### config.mk
export PLATFORM = sky130hd
export DESIGN_NAME = sigmoid_arbiter
export DESIGN_NICKNAME = d
export VERILOG_FILES = /design/src/rtl/nn_pkg.sv /design/src/rtl/sigmoid_lut.sv /design/src/rtl/sigmoid_arbiter.sv
export SDC_FILE = /design/constraint.sdc
export NUM_CORES = 1
export LEC_CHECK = 0
export BUFFER_PORTS_ARGS = -buffer_cell sky130_fd_sc_hd__buf_2
export CAP_MARGIN = 20
export CORE_MARGIN = 3
export CORE_UTILIZATION = 40
export CTS_CLUSTER_DIAMETER = 80
export DETAILED_ROUTE_END_ITERATION = 16
export PLACE_DENSITY = 0.65
export SKIP_LAST_GASP = 1
export SLEW_MARGIN = 20
export SYNTH_ARGS = -nofsm -noshare
export SYNTH_HDL_FRONTEND = slang
export SYNTH_SLANG_ARGS = --single-unit
### constraint.sdc
create_clock -name clk -period 6.7 [get_ports clk]
set_input_delay 0.67 -clock clk [delete_from_list [all_inputs] [get_ports clk]]
set_output_delay 0.67 -clock clk [all_outputs]
set_load 0.05 [all_outputs]
### src/rtl/nn_pkg.sv
// Shared fixed-point types and the sigmoid table contents used by the NN blocks.
package nn_pkg;

  localparam int unsigned DATA_WIDTH         = 16;
  localparam int unsigned FRAC_BITS          = 8;
  localparam int unsigned SIGMOID_ADDR_WIDTH = 10;
  localparam int unsigned SIGMOID_LUT_SIZE   = 1 << SIGMOID_ADDR_WIDTH;

  typedef logic signed [DATA_WIDTH-1:0]  fixed_t;
  typedef logic [SIGMOID_ADDR_WIDTH-1:0] lut_addr_t;

  typedef struct packed {
    logic      sat;
    lut_addr_t addr;
  } lut_map_t;

  // Table entry a holds sigmoid((a - SIZE/2) / 64) in Q8.8, using a
  // piecewise-linear fit on |z| mirrored as 1 - y for negative z.
  function automatic fixed_t sigmoid_rom(input lut_addr_t a);
    lut_addr_t             mid;
    lut_addr_t             u;
    logic [DATA_WIDTH-1:0] y;
    mid = lut_addr_t'(SIGMOID_LUT_SIZE / 2);
    u   = a[SIGMOID_ADDR_WIDTH-1] ? (a - mid) : (mid - a);
    if (u < lut_addr_t'(64)) begin
      y = DATA_WIDTH'(u) + DATA_WIDTH'(128);
    end else if (u < lut_addr_t'(152)) begin
      y = DATA_WIDTH'(u >> 1) + DATA_WIDTH'(160);
    end else if (u < lut_addr_t'(320)) begin
      y = DATA_WIDTH'(u >> 3) + DATA_WIDTH'(216);
    end else begin
      y = DATA_WIDTH'(256);
    end
    if (!a[SIGMOID_ADDR_WIDTH-1]) begin
      y = DATA_WIDTH'(256) - y;
    end
    return fixed_t'(y);
  endfunction

endpackage

### src/rtl/sigmoid_lut.sv
// Dual-port sigmoid table with one-cycle registered read per port.
module sigmoid_lut
  import nn_pkg::*;
(
  input  logic                          clk,
  input  logic                          rst_n,
  input  logic                          en_a,
  input  logic [SIGMOID_ADDR_WIDTH-1:0] addr_a,
  output logic [DATA_WIDTH-1:0]         dout_a,
  input  logic                          en_b,
  input  logic [SIGMOID_ADDR_WIDTH-1:0] addr_b,
  output logic [DATA_WIDTH-1:0]         dout_b
);

  logic [DATA_WIDTH-1:0] dout_a_q;
  logic [DATA_WIDTH-1:0] dout_b_q;

  // Only the read registers are cleared; the table itself is constant.
  always_ff @(posedge clk) begin
    if (!rst_n) begin
      dout_a_q <= '0;
      dout_b_q <= '0;
    end else begin
      if (en_a) dout_a_q <= sigmoid_rom(addr_a);
      if (en_b) dout_b_q <= sigmoid_rom(addr_b);
    end
  end

  assign dout_a = dout_a_q;
  assign dout_b = dout_b_q;

endmodule

### src/rtl/sigmoid_arbiter.sv
// Two-grant round-robin arbiter sharing one dual-port sigmoid LUT among
// NUM_REQ requesters; fixed two-cycle latency, no back-pressure.
module sigmoid_arbiter
  import nn_pkg::*;
#(
  parameter int unsigned NUM_REQ = 4,
  parameter int unsigned ID_W    = $clog2(NUM_REQ)
) (
  input  logic                          clk,
  input  logic                          rst,
  input  logic [NUM_REQ-1:0]            req_valid,
  input  logic [NUM_REQ*DATA_WIDTH-1:0] req_data,
  output logic [NUM_REQ-1:0]            req_ready,
  output logic [NUM_REQ-1:0]            resp_valid,
  output logic [NUM_REQ*DATA_WIDTH-1:0] resp_data,
  output logic [15:0]                   sat_count
);

  localparam logic signed [DATA_WIDTH:0] IDX_MID = (DATA_WIDTH+1)'(SIGMOID_LUT_SIZE / 2);
  localparam logic signed [DATA_WIDTH:0] IDX_MAX = (DATA_WIDTH+1)'(SIGMOID_LUT_SIZE - 1);

  logic [ID_W-1:0]               ptr_q, ptr_d;
  logic [ID_W-1:0]               scan_idx;
  logic                          en_a, en_b;
  logic [ID_W-1:0]               id_a, id_b;
  lut_map_t                      map_a, map_b;
  logic [1:0]                    sat_inc;
  logic [16:0]                   sat_sum;
  logic [15:0]                   sat_count_q, sat_count_d;

  logic                          s1_vld_a_q, s1_vld_b_q;
  logic [ID_W-1:0]               s1_id_a_q, s1_id_b_q;
  logic [SIGMOID_ADDR_WIDTH-1:0] s1_addr_a_q, s1_addr_b_q;
  logic                          s2_vld_a_q, s2_vld_b_q;
  logic [ID_W-1:0]               s2_id_a_q, s2_id_b_q;
  logic [DATA_WIDTH-1:0]         lut_dout_a, lut_dout_b;

  function automatic logic [ID_W-1:0] next_id(input logic [ID_W-1:0] id);
    return (32'(id) == NUM_REQ - 1) ? '0 : id + 1'b1;
  endfunction

  function automatic lut_map_t map_addr(input logic [DATA_WIDTH-1:0] x);
    logic signed [DATA_WIDTH:0] ext;
    logic signed [DATA_WIDTH:0] idx;
    lut_map_t                   m;
    ext    = {x[DATA_WIDTH-1], x};
    ext    = ext >>> (FRAC_BITS - 6);
    idx    = ext + IDX_MID;
    m.sat  = idx[DATA_WIDTH] || (idx > IDX_MAX);
    if (idx[DATA_WIDTH])    m.addr = '0;
    else if (idx > IDX_MAX) m.addr = '1;
    else                    m.addr = idx[SIGMOID_ADDR_WIDTH-1:0];
    return m;
  endfunction

  // Port A takes the first requester at/after the pointer, port B the second.
  always_comb begin
    en_a     = 1'b0;
    en_b     = 1'b0;
    id_a     = '0;
    id_b     = '0;
    scan_idx = '0;
    for (int unsigned k = 0; k < NUM_REQ; k++) begin
      scan_idx = ID_W'((32'(ptr_q) + k) % NUM_REQ);
      if (!rst && req_valid[scan_idx]) begin
        if (!en_a) begin
          en_a = 1'b1;
          id_a = scan_idx;
        end else if (!en_b) begin
          en_b = 1'b1;
          id_b = scan_idx;
        end
      end
    end
  end

  always_comb begin
    req_ready = '0;
    if (en_a) req_ready[id_a] = 1'b1;
    if (en_b) req_ready[id_b] = 1'b1;
  end

  always_comb begin
    if (en_b)      ptr_d = next_id(id_b);
    else if (en_a) ptr_d = next_id(id_a);
    else           ptr_d = ptr_q;
  end

  assign map_a = map_addr(req_data[32'(id_a)*DATA_WIDTH +: DATA_WIDTH]);
  assign map_b = map_addr(req_data[32'(id_b)*DATA_WIDTH +: DATA_WIDTH]);

  assign sat_inc     = {1'b0, en_a & map_a.sat} + {1'b0, en_b & map_b.sat};
  assign sat_sum     = {1'b0, sat_count_q} + 17'(sat_inc);
  assign sat_count_d = sat_sum[16] ? '1 : sat_sum[15:0];

  always_ff @(posedge clk) begin
    if (rst) begin
      ptr_q       <= '0;
      sat_count_q <= '0;
      s1_vld_a_q  <= 1'b0;
      s1_vld_b_q  <= 1'b0;
      s2_vld_a_q  <= 1'b0;
      s2_vld_b_q  <= 1'b0;
    end else begin
      ptr_q       <= ptr_d;
      sat_count_q <= sat_count_d;
      s1_vld_a_q  <= en_a;
      s1_vld_b_q  <= en_b;
      s2_vld_a_q  <= s1_vld_a_q;
      s2_vld_b_q  <= s1_vld_b_q;
    end
  end

  always_ff @(posedge clk) begin
    s1_id_a_q   <= id_a;
    s1_id_b_q   <= id_b;
    s1_addr_a_q <= map_a.addr;
    s1_addr_b_q <= map_b.addr;
    s2_id_a_q   <= s1_id_a_q;
    s2_id_b_q   <= s1_id_b_q;
  end

  sigmoid_lut u_lut (
    .clk    (clk),
    .rst_n  (~rst),
    .en_a   (s1_vld_a_q),
    .addr_a (s1_addr_a_q),
    .dout_a (lut_dout_a),
    .en_b   (s1_vld_b_q),
    .addr_b (s1_addr_b_q),
    .dout_b (lut_dout_b)
  );

  always_comb begin
    resp_valid = '0;
    resp_data  = '0;
    if (s2_vld_a_q) begin
      resp_valid[s2_id_a_q] = 1'b1;
      resp_data[32'(s2_id_a_q)*DATA_WIDTH +: DATA_WIDTH] = lut_dout_a;
    end
    if (s2_vld_b_q) begin
      resp_valid[s2_id_b_q] = 1'b1;
      resp_data[32'(s2_id_b_q)*DATA_WIDTH +: DATA_WIDTH] = lut_dout_b;
    end
  end

  assign sat_count = sat_count_q;

endmodule

* Word-level counts from Yosys, hierarchy flattened
Index checks and enable logic that the tools add are counted.
** Word-level totals
- Register bits :: 82
- Bits of input ports :: 70
- Output and inout port bits :: 88
- Word-level logic and storage cells :: 151
** Operators by class
- Add/sub/neg operators :: 23
- Order comparisons :: 20
- Equal/unequal tests :: 2
- Shift-type cells :: 6
- Muxes and demuxes :: 69
- Bitwise logic cells :: 5
- Reduce and logical (&&, ||, !) cells :: 12
** Operator list (count)
- two-way mux 16 bit :: 13
- two-way mux 64 bit :: 2
- variable shift 16 x 34 -> 64 bit (first input constant) :: 2
- indexed part select 16 x 34 -> 64 bit :: 2
- indexed part select 64 x 7 -> 16 bit :: 2
- negation 6 -> 34 bit :: 2
- AND 64 bit :: 1
- bitwise mux 64 bit :: 1
- two-way mux 10 bit :: 4
- two-way mux 2 bit :: 19
- subtractor 9 x 16 -> 16 bit (first input constant) :: 2
- adder 14 x 11 -> 15 bit (second input constant) :: 2
- > comparator 15 x 11 -> 1 bit (second input constant) :: 2
- < comparator 2 x 3 -> 1 bit (second input constant) :: 8
- adder 10 x 8 -> 11 bit (second input constant) :: 2
- adder 9 x 8 -> 10 bit (second input constant) :: 2
- < comparator 10 x 7 -> 1 bit (second input constant) :: 2
- < comparator 10 x 8 -> 1 bit (second input constant) :: 2
- < comparator 10 x 9 -> 1 bit (second input constant) :: 2
- subtractor 10 bit (first input constant) :: 2
- subtractor 10 bit (second input constant) :: 2
- adder 7 x 8 -> 9 bit (second input constant) :: 2
- two-way mux 1 bit :: 18
- adder 16 x 2 -> 17 bit :: 1
- 14 further kinds :: 40

* Depth between registers and ports, before layout
Gate-level depths: netlist of the first run.
- Depth after elaboration :: 20
- Mapped depth :: 28
- Depth with buffers taken out :: 25

* By module
A second synthesis of the first run with hierarchy kept.
** Unflattened totals
- Cells, all modules :: 982
- Area, all modules :: 7881.3 um^2
** Modules (own cells, without submodules)
- sigmoid_arbiter :: times used 1, cells each 575, area each 4812.1 um^2, sequential area each 1001.0 um^2
- sigmoid_lut :: times used 1, cells each 407, area each 3069.2 um^2, sequential area each 640.6 um^2

* Worst setup path after synthesis of the first run
Ideal clock, no wire load.
- Path kind :: input-to-reg
- Start :: in req_valid[1]
- End :: reg sat_count_q[10], in the netlist sat_count[10]
- Setup time :: 0.071 ns
- Data arrival time :: 6.164 ns
- Required time :: 6.629 ns
- Setup slack :: 0.465 ns
- Stages :: 27
- Path buffers :: 7
- Path through :: buf_2 clkbuf_1 a21oi_1 o21ai_0 a211oi_1 buf_2 buf_2 buf_1 buf_2 mux2i_1 mux2i_1 ha_1 nor2b_1 and4_1 a211oi_4 a31oi_1 a211o_1 fa_1 inv_1 ha_1 and3_1 and3_1 and3_1 nand2_1 or3_1 clkbuf_1 a21oi_1
** Between the ends
- Elaborated cells between the ends (all ways) :: 50
- Those cells by class :: 4 x add/sub; 2 x order compare; 2 x shift; 34 x mux; 2 x bitwise; 6 x reduce/logical
** RTL lines
- start: declaration :: RTL line sigmoid_arbiter.sv:11 : input logic [NUM_REQ-1:0] req_valid,
- binary-select mux 1 bit (select 2 bit) :: RTL line sigmoid_arbiter.sv:65 : if (!rst && req_valid[scan_idx]) begin
- two-way mux 1 bit (implied by the code) :: RTL line sigmoid_arbiter.sv:65
- logical AND 1 bit :: RTL line sigmoid_arbiter.sv:65
- two-way mux 2 bit / two-way mux 1 bit (equally long branches) :: RTL line sigmoid_arbiter.sv:65
- two-way mux 2 bit :: RTL line sigmoid_arbiter.sv:66 : if (!en_a) begin
- two-way mux 2 bit :: RTL line sigmoid_arbiter.sv:65
- two-way mux 2 bit :: RTL line sigmoid_arbiter.sv:66
- two-way mux 2 bit :: RTL line sigmoid_arbiter.sv:65
- (+2 left out)
- named net id_a[1] :: RTL line sigmoid_arbiter.sv:25 : logic [ID_W-1:0] id_a, id_b;
- indexed part select 64 x 7 -> 16 bit * :: RTL line sigmoid_arbiter.sv:89 : assign map_a = map_addr(req_data[32'(id_a)*DATA_WIDTH +: DATA_WIDTH]);
- adder 14 x 11 -> 15 bit * :: RTL line sigmoid_arbiter.sv:48 : idx = ext + IDX_MID;
- > comparator 15 x 11 -> 1 bit :: RTL line sigmoid_arbiter.sv:49 : m.sat = idx[DATA_WIDTH] || (idx > IDX_MAX);
- logical OR 1 bit * :: RTL line sigmoid_arbiter.sv:49
- AND 1 bit * :: RTL line sigmoid_arbiter.sv:92 : assign sat_inc = {1'b0, en_a & map_a.sat} + {1'b0, en_b & map_b.sat};
- adder 1 x 1 -> 2 bit * :: RTL line sigmoid_arbiter.sv:92
- adder 16 x 2 -> 17 bit * :: RTL line sigmoid_arbiter.sv:93 : assign sat_sum = {1'b0, sat_count_q} + 17'(sat_inc);
- two-way mux 16 bit * :: RTL line sigmoid_arbiter.sv:94 : assign sat_count_d = sat_sum[16] ? '1 : sat_sum[15:0];
- end signal: assignment :: RTL line sigmoid_arbiter.sv:106 : sat_count_q <= sat_count_d;
- end: declaration :: RTL line sigmoid_arbiter.sv:29 : logic [15:0] sat_count_q, sat_count_d;
Mark *: on every way through the listed nets, which the timed path passes. The rest lies on a longest branch. The select of a mux whose other input is x is not followed.
A chain may end at the register's enable or synchronous reset.

* Final worst setup path of the first run
- Start :: reg ptr_q[1]
- End :: reg sat_count_q[0], in the netlist sat_count[0]
** Between the ends
- Cells in the longest elaborated chain, start to end :: 20
- Elaborated cells between the ends (all ways) :: 53
- Those cells by class :: 7 x add/sub; 2 x order compare; 2 x shift; 34 x mux; 2 x bitwise; 6 x reduce/logical
** Ends and longest elaborated chain
- start: declaration :: RTL line sigmoid_arbiter.sv:22 : logic [ID_W-1:0] ptr_q, ptr_d;
- start signal: assignment :: RTL line sigmoid_arbiter.sv:105 : ptr_q <= ptr_d;
- branches (longest 17 deep; another with adder 2 x 1 -> 2 bit)
- adder 1 x 1 -> 2 bit * :: RTL line sigmoid_arbiter.sv:92
- adder 16 x 2 -> 17 bit * :: RTL line sigmoid_arbiter.sv:93
- two-way mux 16 bit * :: RTL line sigmoid_arbiter.sv:94
Mark *: on every way between the ends. The select of a mux whose other input is x is not followed.

==> results of run 1 <==
[worst max-delay path: cells and delay by family, from the launching register on]
family | cells | cell delay (ps)
buffers and inverters | 1 | 90
muxes | 1 | 460
AOI/OAI and AO/OA | 7 | 1870
and+or+nand+nor | 8 | 1810
DFF | 1 | 710
adders and majority gates | 4 | 1080
[registers in the layout, summed over array words and instances, names as in the netlist]
name	cells
s1_vld_a_q	1
s2_vld_b_q	1
u_lut.dout_a	16
sat_count	16
s1_id_b_q	2
s1_addr_a_q	10
u_lut.dout_b	16
s2_vld_a_q	1
ptr_q	2
s1_addr_b_q	10
s1_vld_b_q	1
s2_id_a_q	2
s1_id_a_q	2
s2_id_b_q	2
[stage by stage]
step / util, % / instances / hold WS [ps]
2_1_floorplan: - / 985 / 310
3_3_place_gp: 46.6 / 1347 / 339
3_5_place_dp: 46.6 / 1347 / 313
4_1_cts: 48.4 / 1363 / 326
5_1_grt: 48.4 / 1363 / 330
6_report: 48.4 / 1363 / 327
[power by group]
part / switching (uW) / total (uW) / internal [uW]
combinational: 1220 / 2040 / 819
sequential: 185 / 784 / 599
clock: 193 / 555 / 362
[layout by cell type, fill, tap and decap left out, drive strengths merged, types with 11 or more instances in the layout]
master and count:
nand3 36, nor2 77, nor2b 15, and3 11, a21oi 63, ha 46
o21a 12, inv 48, o21ai 23, nand2b 12, xnor2 15, nand2 95
a211oi 45, mux2i 56, buf 168, nor3 18, dfxtp 82, a22o 72
a31oi 25, xor2 12
[Yosys cell counts (6+ instances only)]
master    count  area [sq um]
nand4_1      10          62.6
and2_1        7          43.8
nor2b_1      15          93.8
nor4_1        7          43.8
a22o_1       71           622
a211oi_1     38           285
o21ai_0      18          90.1
xor2_1       11          96.3
dfxtp_1      82          1640
nand2b_1     12          75.1
ha_1         46           576
or2_2         6          37.5
clkbuf_1     39           146
nand2_1      95           357
a21oi_1      63           315
buf_2        15          75.1
inv_1        48           180
xnor2_1      15           131
nor3b_1       7          52.6
mux2_2        6          67.6
o21a_1       12          90.1
a31oi_1      24           150
nor2_1       76           285
buf_1         7          26.3
nand3_1      36           180
nor3_1       16          80.1
and3_1        9          56.3
mux2i_1      56           561
a21o_1        6          45.0
[logic make-up after synthesis]
family,Yosys count,share of synthesized area [%]
simple gates,334,22.1
compound gates,313,31.5
buf+inv,116,6.10
flops,82,20.8
mux,65,8.81
fa+ha+maj,48,7.67
xor+xnor,27,3.09
[area by class of cell]
cell class                      instances  area share [%]
Multi-Input combinational cell        787            63.3
Sequential cell                        82            17.8
Timing Repair Buffer                  168            9.65
Tap cell                              260            3.53
Clock buffer                           10            2.49
Inverter                               50            2.05
Clock inverter                          6            1.14
[path summary, 6_finish.rpt]
path	cells past startpoint	end	slack, ps	start
max	21	sat_count[0]	590	ptr_q[1]
min	0	s2_id_b_q[1]	330	s1_id_b_q[1]
max reg2reg	21	sat_count[0]	590	ptr_q[1]
min reg2reg	0	s2_id_b_q[1]	330	s1_id_b_q[1]
[metal layers]
| layer | share of wire (%) | wire [microns] | track usage (%) | up-vias |
|---|---|---|---|---|
| li1 | - | - | - | 3905 |
| met1 | 47 | 10500 | 28.0 | 3614 |
| met2 | 45 | 9980 | 32.8 | 264 |
| met3 | 5.8 | 1280 | 2.48 | 24 |
| met4 | 1.6 | 346 | 5.79 | 0 |
| met5 | 0 | 0 | 0 | - |
==> reports/metrics.yaml, run 1 <==
cp-end-kind: "flop"
ant_nets: 0
avgRoutedWirePerCell_microns: 16.2
drive_above_1_share_pct: 22.5
syn_area_sq_mm: 0.00790
cts_buffer_depth: 2
cp_cell_sequence: "mux4_2 > and2_1 > ha_1 > o311a_1 > a211oi_1 > a21oi_1 > ha_1 > nor2b_1 > and4_1 > a211oi_4 > a31oi_1 > a211o_1 > fa_1 > inv_1 > ha_1 > and3_1 > and3_1 > and3_1 > nand2_1 > or3_1 > a21oi_1"
first_global_vias: 7291
grt_max_degree: 45
ctsResizeCount: 0
dpl-instance-area_sq_mm: 0.00886
setup.worst_path.class: "flop to flop"
final-setup-viol-count: 0
clock-sinks: 82
synthFlopType: "dfxtp_1"
min_period_ps: 6110
p_leak_uw: 0.00403
cts-root-buf: "clkbuf_16"
async_reset_ff_share_pct: 0
hold_class: "flop to flop"
place_hpwl_microns: 17000
slowest_stage: "dfxtp_1"
grt_util_all_layers_pct: 20.1
pre_cts_ws_ps: 330
start_util_pct: 41.5
num_antenna_cells: 0
cts_tree: "built"
fin_area_sq_mm: 0.00921
gp_congestion: 0.917
relSlewSlack_pct: 22.8
yosys_warnings: 0
status: "complete, no violations"
multi_input_area_sq_mm: 0.00583
cap_violations: 0
grt_pass1_wl_microns: 36900
hold_viol: 0
ios: 158
skew_ps: 5.96
tns_ps: 0
route.detailed.drc: 0
clk_latency_ps: 340
cts_buffers: 9
ys_types: 101
ys_ff_latch: 82
rows: 50
area_delta_synth_final_pct: 16.6
ys_seq_area_share_pct: 20.8
vias_per_cell: 5.73
cellPowerDensity_mw_per_mm2: 367
core_sq_mm: 0.0190
firstDrtPassIters: 5
antenna_found_initial: 0
io_buffers: 149
fmax_mhz: 164
h-tree-depth: 3
worst_pin_slew_ps: 1150
slew_viol_final: 0
vias: 7807
drt_iter0_drc: 427
die_w_microns: 146
crit_fanout: 16
max_stage_delay_ps: 710
crit_arrival_ps: 6380
fillers: 1891
total_power_uw: 3380
drt_wl_total_microns: 22100
synth_cells: 985
syn_nets: 1102
fin_crit_sh_pct: 91.2
die_h_microns: 146
regArea_sq_mm: 0.00164
cts_hold_buf: 0
ir_worst_vdd_mv: 0.147
path_clk_slew_ps: 60
syn_area_per_cell_sq_um: 8.02
start_kind: "flop"
finalNetCount: 1215
post_cts.repair.setup_buffers: 0
setup_slack_ps: 587
synth-edff-count: 0
grt_overflow: 0
rsz0062_at_grt: "false"
die_area_sq_mm: 0.0215
cp.required_ps: 6970
Power figures use the tool's default switching activity.
==> inputs of run 2 (changes only) <==
--- a/config.mk
+++ b/config.mk
@@ -5,9 +5,10 @@
 export SDC_FILE = /design/constraint.sdc
 export NUM_CORES = 1
 export LEC_CHECK = 0
+export ABC_AREA = 1
 export BUFFER_PORTS_ARGS = -buffer_cell sky130_fd_sc_hd__buf_2
 export CAP_MARGIN = 20
-export CORE_MARGIN = 3
+export CORE_MARGIN = 2
 export CORE_UTILIZATION = 40
 export CTS_CLUSTER_DIAMETER = 80
 export DETAILED_ROUTE_END_ITERATION = 16
==> run 2 against run 1 <==
Via count grew 8.9%. Core utilization shrank 1.5 points. Synthesized cell count grew 31%. Clock skew grew 4.5 ps. Count of clock-buffer cells in the layout grew 2. Critical path depth grew 7. First-iteration DRC count grew 31%. Fmax grew 3.7%. Non-clock buffer count shrank 15. Die area shrank 4.9%.
==> reports/metrics.yaml, run 2 <==
r2r_slack_ps: 810  # was 590 ps
yosys.cell_count.top_type: "nand2_1"  # unchanged
ys_top_cells_by_area: "dfxtp_1 (21%), nand2_1 (15%), nand3_1 (11%)"  # was dfxtp_1 (21%), a22o_1 (7.9%), ha_1 (7.3%)
ys_types: 43  # was 101
rsz0062_at_grt: "false"  # unchanged
drive_above_1_share_pct: 16.1  # was 22.5%
fillers: 1990  # was 1891
grt_overflow: 0  # unchanged
vias: 8503  # was 7807
ant_nets: 0  # unchanged
grt_util_all_layers_pct: 22.4  # was 20.1%
grt_max_degree: 39  # was 45
min_period_ps: 5890  # was 6110 ps
fin_crit_sh_pct: 87.9  # was 91.2%
syn_area_sq_mm: 0.00771  # was 0.00790 sq mm
min-delay-start: "s1_id_a_q[1]"  # was s1_id_b_q[1]
start_util_pct: 41.0  # was 41.5%
ios: 158  # unchanged
vias_per_cell: 5.12  # was 5.73
yosys_warnings: 0  # unchanged
worstHoldPathCells: 0  # unchanged
hold_viol: 0  # unchanged
cpMostUsedCell: "nand2_1"
avgRoutedWirePerCell_microns: 13.8  # was 16.2 microns
syn_nets: 1406  # was 1102
firstDrtPassIters: 5  # unchanged
drt_iter0_drc: 559  # was 427
die_h_microns: 143  # was 146 microns
cts_buffers: 9  # unchanged
crit_arrival_ps: 6160  # was 6380 ps
setup.worst_path.class: "flop to flop"  # unchanged
area_delta_synth_final_pct: 14.4  # was 16.6%
die_area_sq_mm: 0.0204  # was 0.0215 sq mm
slew_viol_final: 0  # unchanged
async_reset_ff_share_pct: 0  # unchanged
die_w_microns: 143  # was 146 microns
place_hpwl_microns: 17700  # was 17000 microns
cap_violations: 0  # unchanged
cp-end-kind: "flop"  # unchanged
skew_ps: 10.5  # was 5.96 ps
antenna_found_initial: 0  # unchanged
synthFlopType: "dfxtp_1"  # unchanged
cts_buffer_depth: 2  # unchanged
num_antenna_cells: 0  # unchanged
route.detailed.drc: 0  # unchanged
reg2reg_to: "sat_count[7]"  # was sat_count[0]
slowest_stage: "nor4_1"  # was dfxtp_1
relSlewSlack_pct: 40.5  # was 22.8%
rows: 50  # unchanged
ys_ff_latch: 82  # unchanged
crit_fanout: 37  # was 16
io_buffers: 149  # unchanged
hold_class: "flop to flop"  # unchanged
layout_common_cells: "nand2_1 (313), inv_1 (221), nand3_1 (174)"  # was buf_2 (149), nand2_1 (95), dfxtp_1 (82)
syn_area_per_cell_sq_um: 5.99  # was 8.02 sq um
max_stage_delay_ps: 600  # was 710 ps
cp.required_ps: 6960  # was 6970 ps
post_cts.repair.setup_buffers: 0  # unchanged
cts_tree: "built"  # unchanged
ys_seq_area_share_pct: 21.3  # was 20.8%
core_sq_mm: 0.0188  # was 0.0190 sq mm
synth-edff-count: 0  # unchanged
synth_common_cells: "nand2_1 (313), inv_1 (221), nand3_1 (174)"  # was nand2_1 (95), dfxtp_1 (82), nor2_1 (76)
rr_startpoint: "ptr_q[0]"  # was ptr_q[1]
first_global_vias: 7696  # was 7291
reg2regPathDepth: 28  # was 21
path_clk_slew_ps: 60  # about the same
synth_cells: 1289  # was 985
synth_top_area_share_pct: 21.3  # was 20.8%
status: "complete, no violations"  # unchanged
worst_pin_slew_ps: 891  # was 1150 ps
cts_hold_buf: 0  # unchanged
ctsResizeCount: 0  # unchanged
final-setup-viol-count: 0  # unchanged
finalNetCount: 1512  # was 1215
multi_input_area_sq_mm: 0.00491  # was 0.00583 sq mm
gp_congestion: 0.878  # was 0.917
tns_ps: 0  # unchanged
clock-sinks: 82  # unchanged
layout.cells.most_common: "nand2_1"  # was buf_2
grt_pass1_wl_microns: 37600  # was 36900 microns
h-tree-depth: 3  # unchanged
fmax_mhz: 170  # was 164 MHz
regArea_sq_mm: 0.00164  # unchanged
start_kind: "flop"  # unchanged
cts-root-buf: "clkbuf_16"  # unchanged
yosys.area.top_type: "dfxtp_1"  # unchanged
clk_latency_ps: 340  # about the same
hold_end: "s2_id_a_q[1]"  # was s2_id_b_q[1]
drt_wl_total_microns: 22900  # was 22100 microns
## run 2: logic make-up after synthesis
| family | after synthesis | synth area share (%) |
|---|---|---|
| fa+ha+maj | 47 | 7.72 |
| simple gates | 627 | 36.2 |
| flops | 82 | 21.3 |
| buf+inv | 292 | 15.1 |
| compound gates | 219 | 17.2 |
| xor+xnor | 22 | 2.50 |
## run 2: worst max path at each step
stage / start / end / slack, ps
6_report: ptr_q[0] / sat_count[7] / 810
5_1_grt: ptr_q[0] / sat_count[7] / 180
4_1_cts: ptr_q[0] / sat_count[7] / 820
3_5_place_dp: rst / sat_count[7] / 710
3_3_place_gp: rst / sat_count[11] / 790
2_1_floorplan: req_valid[1] / sat_count[13] / 2170
## run 2: layout make-up
class | count | share of cell area, %
clock buffers | 12 | 2.79
clock inverters | 4 | 0.581
inverters | 234 | 9.95
multi-input cells | 915 | 55.6
flip-flops and latches | 82 | 18.6
well taps | 260 | 3.69
repair buffers | 153 | 8.79
## run 2: through the flow
| step | std cells | utilization, % | worst slack (ps) | area, sq um | hold slack (ps) |
|---|---|---|---|---|---|
| floorplan | 1289 | - | 2170 | 7710 | 310 |
| global placement | 1644 | 45.3 | 793 | 8530 | 311 |
| detailed placement | 1644 | 45.3 | 713 | 8530 | 312 |
| CTS | 1660 | 46.9 | 817 | 8820 | 325 |
| global route | 1660 | 46.9 | 181 | 8820 | 334 |
| finish | 1660 | 46.9 | 808 | 8820 | 325 |
## run 2: critical path: cells and delay by family (launching register included)
kind | cells | cell delay, ps
adders and majority gates | 3 | 700
and+or+nand+nor | 21 | 3850
AOI/OAI and AO/OA | 1 | 320
buffers and inverters | 3 | 410
DFF | 1 | 520
## run 2: metal layers
metal,share of wire [%],GRT usage [%],routed length [microns]
met5,0,0,0
met4,1.8,6.31,412
met3,6.3,2.78,1440
met2,45,37.1,10400
met1,47,30.6,10700
Power of run 2 is not shown: default switching activity piles up to over one toggle a cycle in this logic, so the estimate is an artifact.
